$ cat src/rtl/peripheral_msi_wb_pkg.sv
// Shared types and Wishbone encodings for the MSI Wishbone slave-port multiplexer.
package peripheral_msi_wb_pkg;

   typedef enum logic [1:0] {
      ST_IDLE   = 2'd0,
      ST_ACTIVE = 2'd1,
      ST_DECERR = 2'd2,
      ST_ABORT  = 2'd3
   } state_t;

   localparam logic [2:0] CTI_CLASSIC = 3'b000;
   localparam logic [2:0] CTI_CONST   = 3'b001;
   localparam logic [2:0] CTI_INCR    = 3'b010;
   localparam logic [2:0] CTI_EOB     = 3'b111;

   localparam logic [1:0] BTE_LINEAR  = 2'b00;
   localparam logic [1:0] BTE_WRAP4   = 2'b01;
   localparam logic [1:0] BTE_WRAP8   = 2'b10;
   localparam logic [1:0] BTE_WRAP16  = 2'b11;

   function automatic int idx_width(input int n);
      return (n > 1) ? $clog2(n) : 1;
   endfunction

endpackage

$ cat src/rtl/peripheral_msi_decoder_wb.sv
// Address window match with lowest-index priority; purely combinational.
module peripheral_msi_decoder_wb #(
   parameter int                       AW         = 32,
   parameter int                       NUM_SLAVES = 2,
   parameter int                       IW         = 1,
   parameter logic [NUM_SLAVES*AW-1:0] MATCH_ADDR = '0,
   parameter logic [NUM_SLAVES*AW-1:0] MATCH_MASK = '0
) (
   input  logic [AW-1:0] adr,
   output logic          match_valid,
   output logic [IW-1:0] match_idx
);

   // Scanning from the top down lets the lowest matching index overwrite last.
   always_comb begin
      match_valid = 1'b0;
      match_idx   = '0;
      for (int i = NUM_SLAVES - 1; i >= 0; i--) begin
         if ((adr & MATCH_MASK[i*AW +: AW]) ==
             (MATCH_ADDR[i*AW +: AW] & MATCH_MASK[i*AW +: AW])) begin
            match_valid = 1'b1;
            match_idx   = IW'(i);
         end
      end
   end

endmodule

$ cat src/rtl/peripheral_msi_mux_wb.sv
// Wishbone 1:N slave-port multiplexer with decode error and response timeout.
// state  | meaning
// IDLE   | no cycle owned; decode master cyc&stb
// ACTIVE | slave_sel owns the cycle; responses routed back
// DECERR | address hit no window; one-cycle err to master
// ABORT  | timed out; slaves released until master drops cyc
module peripheral_msi_mux_wb
   import peripheral_msi_wb_pkg::*;
#(
   parameter int                       DW         = 32,
   parameter int                       AW         = 32,
   parameter int                       NUM_SLAVES = 2,
   parameter logic [NUM_SLAVES*AW-1:0] MATCH_ADDR = '0,
   parameter logic [NUM_SLAVES*AW-1:0] MATCH_MASK = '0,
   parameter int                       TIMEOUT    = 255
) (
   input  logic                                wb_clk_i,
   input  logic                                wb_rst_i,
   input  logic [AW-1:0]                       wbm_adr_i,
   input  logic [DW-1:0]                       wbm_dat_i,
   input  logic [3:0]                          wbm_sel_i,
   input  logic                                wbm_we_i,
   input  logic                                wbm_cyc_i,
   input  logic                                wbm_stb_i,
   input  logic [2:0]                          wbm_cti_i,
   input  logic [1:0]                          wbm_bte_i,
   output logic [DW-1:0]                       wbm_dat_o,
   output logic                                wbm_ack_o,
   output logic                                wbm_err_o,
   output logic                                wbm_rty_o,
   output logic [NUM_SLAVES-1:0][AW-1:0]       wbs_adr_o,
   output logic [NUM_SLAVES-1:0][DW-1:0]       wbs_dat_o,
   output logic [NUM_SLAVES-1:0][3:0]          wbs_sel_o,
   output logic [NUM_SLAVES-1:0]               wbs_we_o,
   output logic [NUM_SLAVES-1:0]               wbs_cyc_o,
   output logic [NUM_SLAVES-1:0]               wbs_stb_o,
   output logic [NUM_SLAVES-1:0][2:0]          wbs_cti_o,
   output logic [NUM_SLAVES-1:0][1:0]          wbs_bte_o,
   input  logic [NUM_SLAVES-1:0][DW-1:0]       wbs_dat_i,
   input  logic [NUM_SLAVES-1:0]               wbs_ack_i,
   input  logic [NUM_SLAVES-1:0]               wbs_err_i,
   input  logic [NUM_SLAVES-1:0]               wbs_rty_i
);

   localparam int IW = idx_width(NUM_SLAVES);
   localparam int CW = (TIMEOUT > 0) ? $clog2(TIMEOUT + 1) : 1;

   state_t          state, state_nxt;
   logic [IW-1:0]   slave_sel;
   logic [CW-1:0]   tmo_cnt, tmo_cnt_nxt;
   logic            dec_valid;
   logic [IW-1:0]   dec_idx;
   logic            sel_ack, sel_err, sel_rty, slave_resp, tmo_hit;

   peripheral_msi_decoder_wb #(
      .AW         (AW),
      .NUM_SLAVES (NUM_SLAVES),
      .IW         (IW),
      .MATCH_ADDR (MATCH_ADDR),
      .MATCH_MASK (MATCH_MASK)
   ) u_decoder (
      .adr         (wbm_adr_i),
      .match_valid (dec_valid),
      .match_idx   (dec_idx)
   );

   assign sel_ack    = wbs_ack_i[slave_sel];
   assign sel_err    = wbs_err_i[slave_sel];
   assign sel_rty    = wbs_rty_i[slave_sel];
   assign slave_resp = sel_ack | sel_err | sel_rty;
   // A slave answer in the terminal-count cycle wins over the timeout.
   assign tmo_hit    = (TIMEOUT > 0) && (state == ST_ACTIVE) && wbm_stb_i &&
                       !slave_resp && (tmo_cnt == CW'(TIMEOUT));

   always_ff @(posedge wb_clk_i) begin
      if (wb_rst_i) begin
         state     <= ST_IDLE;
         slave_sel <= '0;
         tmo_cnt   <= '0;
      end else begin
         state   <= state_nxt;
         tmo_cnt <= tmo_cnt_nxt;
         if (state == ST_IDLE && wbm_cyc_i && wbm_stb_i && dec_valid)
            slave_sel <= dec_idx;
      end
   end

   always_comb begin
      state_nxt   = state;
      tmo_cnt_nxt = '0;
      wbs_cyc_o   = '0;
      wbs_stb_o   = '0;
      wbm_ack_o   = 1'b0;
      wbm_err_o   = 1'b0;
      wbm_rty_o   = 1'b0;
      wbm_dat_o   = '0;
      case (state)
         ST_IDLE: begin
            if (wbm_cyc_i && wbm_stb_i)
               state_nxt = dec_valid ? ST_ACTIVE : ST_DECERR;
         end
         ST_ACTIVE: begin
            wbs_cyc_o[slave_sel] = wbm_cyc_i;
            wbs_stb_o[slave_sel] = wbm_stb_i;
            wbm_dat_o            = wbs_dat_i[slave_sel];
            if (tmo_hit) begin
               wbm_err_o = 1'b1;
            end else begin
               wbm_ack_o = sel_ack;
               wbm_err_o = !sel_ack && sel_err;
               wbm_rty_o = !sel_ack && !sel_err && sel_rty;
               if (TIMEOUT > 0 && wbm_stb_i && !slave_resp)
                  tmo_cnt_nxt = tmo_cnt + CW'(1);
            end
            if (!wbm_cyc_i)
               state_nxt = ST_IDLE;
            else if (tmo_hit)
               state_nxt = ST_ABORT;
         end
         ST_DECERR: begin
            wbm_err_o = 1'b1;
            state_nxt = ST_IDLE;
         end
         ST_ABORT: begin
            if (!wbm_cyc_i)
               state_nxt = ST_IDLE;
         end
         default: state_nxt = ST_IDLE;
      endcase
      // Reset cuts the transfer off immediately so no stray response leaks out.
      if (wb_rst_i) begin
         wbs_cyc_o = '0;
         wbs_stb_o = '0;
         wbm_ack_o = 1'b0;
         wbm_err_o = 1'b0;
         wbm_rty_o = 1'b0;
         wbm_dat_o = '0;
      end
   end

   always_comb begin
      for (int i = 0; i < NUM_SLAVES; i++) begin
         wbs_adr_o[i] = wbm_adr_i;
         wbs_dat_o[i] = wbm_dat_i;
         wbs_sel_o[i] = wbm_sel_i;
         wbs_we_o[i]  = wbm_we_i;
         wbs_cti_o[i] = wbm_cti_i;
         wbs_bte_o[i] = wbm_bte_i;
      end
   end

endmodule
$ cat config.mk
export PLATFORM = sky130hd
export DESIGN_NAME = peripheral_msi_mux_wb
export DESIGN_NICKNAME = d
export VERILOG_FILES = /design/src/rtl/peripheral_msi_wb_pkg.sv /design/src/rtl/peripheral_msi_decoder_wb.sv /design/src/rtl/peripheral_msi_mux_wb.sv
export SDC_FILE = /design/constraint.sdc
export NUM_CORES = 1
export LEC_CHECK = 0
export ABC_AREA = 1
export ABC_CLOCK_PERIOD_IN_PS = 1700
export CAP_MARGIN = 30
export CORE_AREA = 2 2 131 133
export CTS_BUF_LIST = sky130_fd_sc_hd__clkbuf_8
export DETAILED_ROUTE_END_ITERATION = 8
export DIE_AREA = 0 0 133 135
export PLACE_DENSITY_LB_ADDON = 0.15
export SYNTH_ARGS = -nofsm -noshare
export SYNTH_HDL_FRONTEND = slang
export SYNTH_SLANG_ARGS = --single-unit
$ cat constraint.sdc
create_clock -name wb_clk_i -period 1.7 [get_ports wb_clk_i]
set_input_delay 0.34 -clock wb_clk_i [delete_from_list [all_inputs] [get_ports wb_clk_i]]
set_output_delay 0.34 -clock wb_clk_i [all_outputs]
set_load 0.02 [all_outputs]
==> key figures <==
Worst setup path
  • CP max stage cell: clkdlybuf4s50_1
  • R2R depth: 10
  • Crit path cell chain: clkdlybuf4s50_1 -> inv_1 -> buf_4 -> nand2_1 -> a21oi_2 -> buf_12
  • Critical path capture point type: output pin
  • Critical Path Max Stage Delay: about 500 ps
  • Reg2Reg Capture Point: state[0]$_SDFFE_PP0P_
  • Crit path from: wb_rst_i
  • Crit Reg-Reg Startpoint: state[1]$_SDFFE_PP0P_
  • Crit-path max FO: 5
  • Setup CP Type: in2out
  • CP Launch Type: primary input
  • Crit path to: wbm_err_o
  • Reg2Reg Setup Slack: about 130 ps
  • Critical Path RT: 1360 ps
  • CP Data Arrival Time: ~1600 ps

Global route
  • Vias in the first global route: 1561
  • Total GRT Usage: about 6.3%
  • Total grt overflow: 0
  • First-pass GRT wire length: around 8800 microns
  • Pin count of the biggest net entering global routing: 23
  • Initial antenna violation count: 0

Drt
  • DR iter-0 viols: 32
  • DRC errors left: 0
  • Post-Route WL: 5900 microns
  • WL/cell: about 12 microns
  • DRT antenna net count: 0
  • First-pass DRT Iterations: 3
  • DR vias: 1433
  • Via-per-instance ratio: 2.99

Placement
  • Buffers on Ports: 75
  • DP Worst Slack: -419 ps
  • Hpwl dp: 4650 microns
  • RePlAce Congestion: 0.696

CTS
  • Total CTS buffers: 3
  • CTS root buf: clkbuf_8
  • Clock buffer depth: 2
  • CTS tree: yes
  • CTS sink count: 10
  • Clock Pin Slew Worst Setup and Hold Paths: roughly 50 ps
  • Clock Latency Late Sink: 240 ps
  • Htree depth: 1

Floorplan
  • Initial core utilization: approximately 13%
  • Die Y: roughly 140 microns
  • Core Area: about 16000 sq um
  • FP Rows: 47
  • Die area: around 18000 sq um
  • I/O pin count: 335
  • Die X: around 130 microns

STA
  • RSZ-0062 raised after global routing: true
  • Final period util: 114%
  • Clock skew: 4.41 ps
  • Slew Limit Fails: 0
  • Fmax: about 520 MHz
  • Setup WS post-layout: -237 ps
  • Tmin final: 1940 ps
  • Final setup fails: 33
  • Fin. Hold Viols: 0

Status
  • Failing checks: setup timing
  • Status: finished, violations left

Cells and area
  • Layout net count: between 400 and 500
  • Share of cells above drive strength 1: between 40 and 50%
  • Fill cells: ~1.9k
  • Layout area overhead: 19.0%
  • Antenna Cells: 0
  • Post-Route Utilization: between 15 and 20%

Pwr
  • Peak supply drop: approximately 0.14 mV
  • Pwr per Cell Area: slightly below 500 nW/um^2
  • Leakage power total: 0.00109 uW

Synthesis
  • Cells after Synth: between 300 and 400
  • Sequential share of the synthesized area: under 10%
  • Register bit count reported by yosys: 10
  • Synth Area per Inst: 6.84 sq um
  • Post-synthesis cell area: around 2100 sq um
  • Netlist cell types: 27
  • Synthesis Warnings: 0

Flow run
  • Max Cap Violations: 0

Hold path
  • Worst hold path type: reg2reg
final cells by class:
| class | instances | area [sq um] | area share (%) |
|---|---|---|---|
| repair buffers | 109 | 1070 | 43.4 |
| multi-input cells | 127 | 827 | 33.4 |
| well taps | 220 | 275 | 11.1 |
| flip-flops and latches | 10 | 203 | 8.19 |
| clock buffers | 4 | 55.1 | 2.23 |
| inverters | 10 | 38.8 | 1.57 |
where the power goes:
part | leakage [uW] | switching (uW) | internal, uW
Sequential | 0.0000816 | 4.08 | 240
Clock | 0.0000288 | 95.8 | 204
Combinational | 0.000977 | 301 | 343
Total | 0.00109 | 401 | 787
kinds of logic (layout without fill, tap and decap cells):
group / after synthesis / count (layout) / synth area share [%]
buffers and inverters: 168 / 123 / 57.6
AND/OR/NAND/NOR: 110 / 110 / 26.2
flip-flops: 10 / 10 / 9.63
AO/OA/AOI/OAI: 8 / 8 / 2.35
adder cells (fa/ha/maj): 6 / 6 / 3.61
other: 1 / 2 / 0.180
XOR/XNOR: 1 / 1 / 0.421
cells in the mapped netlist, drive strengths merged:
| master | n | area share [%] |
|---|---|---|
| nor3b | 3 | 1.8 |
| inv | 9 | 1.6 |
| a31oi | 1 | 0.30 |
| conb | 1 | 0.18 |
| xnor2 | 1 | 0.42 |
| nand4 | 2 | 0.60 |
| clkinv | 1 | 0.24 |
| a21oi | 5 | 1.4 |
| dfxtp | 10 | 9.6 |
| ha | 6 | 3.6 |
| clkbuf | 7 | 1.3 |
| nor3 | 1 | 0.48 |
| buf | 151 | 55 |
| o21ai | 2 | 0.66 |
| nand3 | 4 | 1.8 |
| nor2 | 48 | 11 |
| nand2 | 52 | 11 |
per-stage QoR:
| stage | power [uW] | std cells | hold slack (ps) | cell area (sq um) | TNS (ps) |
|---|---|---|---|---|---|
| after floorplan | 950 | 305 | 418 | 2080 | 0 |
| after global placement | 693 | 459 | 495 | 2100 | -13850 |
| after detailed placement | 689 | 459 | 486 | 2100 | -14240 |
| after CTS | 1110 | 473 | 498 | 2240 | -2610 |
| after global routing | 1270 | 480 | 531 | 2470 | -6660 |
| final | 1190 | 480 | 492 | 2470 | -3740 |
repair_timing:
item,4_1_cts,5_1_grt
hold buffers,0,0
gates cloned,2,0
endpoints found under the setup margin,37,37
setup buffers,8,7
pin swaps,7,8
gates resized for setup,197,48
layout by cell type (no fill, tap or decap), types with 2 or more instances in the layout:
| cell type | count |
|---|---|
| nor2_1 | 29 |
| inv_2 | 2 |
| nor2_2 | 12 |
| buf_12 | 4 |
| dfxtp_1 | 8 |
| nand2_1 | 34 |
| nand4_1 | 2 |
| conb_1 | 2 |
| dfxtp_2 | 2 |
| buf_6 | 18 |
| nor3b_2 | 3 |
| clkdlybuf4s50_1 | 35 |
| nand3_1 | 2 |
| buf_4 | 47 |
| a21oi_1 | 4 |
| buf_16 | 2 |
| dlymetal6s2s_1 | 2 |
| nor2_4 | 6 |
| ha_1 | 5 |
| clkbuf_8 | 4 |
| nand2_2 | 5 |
| inv_1 | 7 |
| nand2_4 | 13 |
state kept, by name, summed over array words and instances, names as in the netlist:
name and cells:
tmo_cnt 8, state 2
worst max-delay path, delay by kind of cell:
kind | cells | cell delay [ps]
AND/OR/NAND/NOR | 1 | 60
buffers and inverters | 4 | 1020
AO/OA/AOI/OAI | 1 | 170
worst min-delay path by stage:
stage	start	end	depth (start not counted)
2_1_floorplan	tmo_cnt[0]$_SDFF_PP0_	tmo_cnt[0]$_SDFF_PP0_	1
3_3_place_gp	tmo_cnt[7]$_SDFF_PP0_	tmo_cnt[7]$_SDFF_PP0_	2
6_report	tmo_cnt[7]$_SDFF_PP0_	tmo_cnt[7]$_SDFF_PP0_	2
5_1_grt	tmo_cnt[7]$_SDFF_PP0_	tmo_cnt[7]$_SDFF_PP0_	2
3_5_place_dp	tmo_cnt[7]$_SDFF_PP0_	tmo_cnt[7]$_SDFF_PP0_	2
4_1_cts	tmo_cnt[7]$_SDFF_PP0_	tmo_cnt[7]$_SDFF_PP0_	2
metal layers:
metal,vias up,routed length (microns),GRT usage (%)
met5,-,0,0
met2,77,2850,10.9
met4,0,234,2.57
met3,33,664,3.27
li1,684,-,-
met1,639,2160,6.46
(Power assumes the default switching activity.)
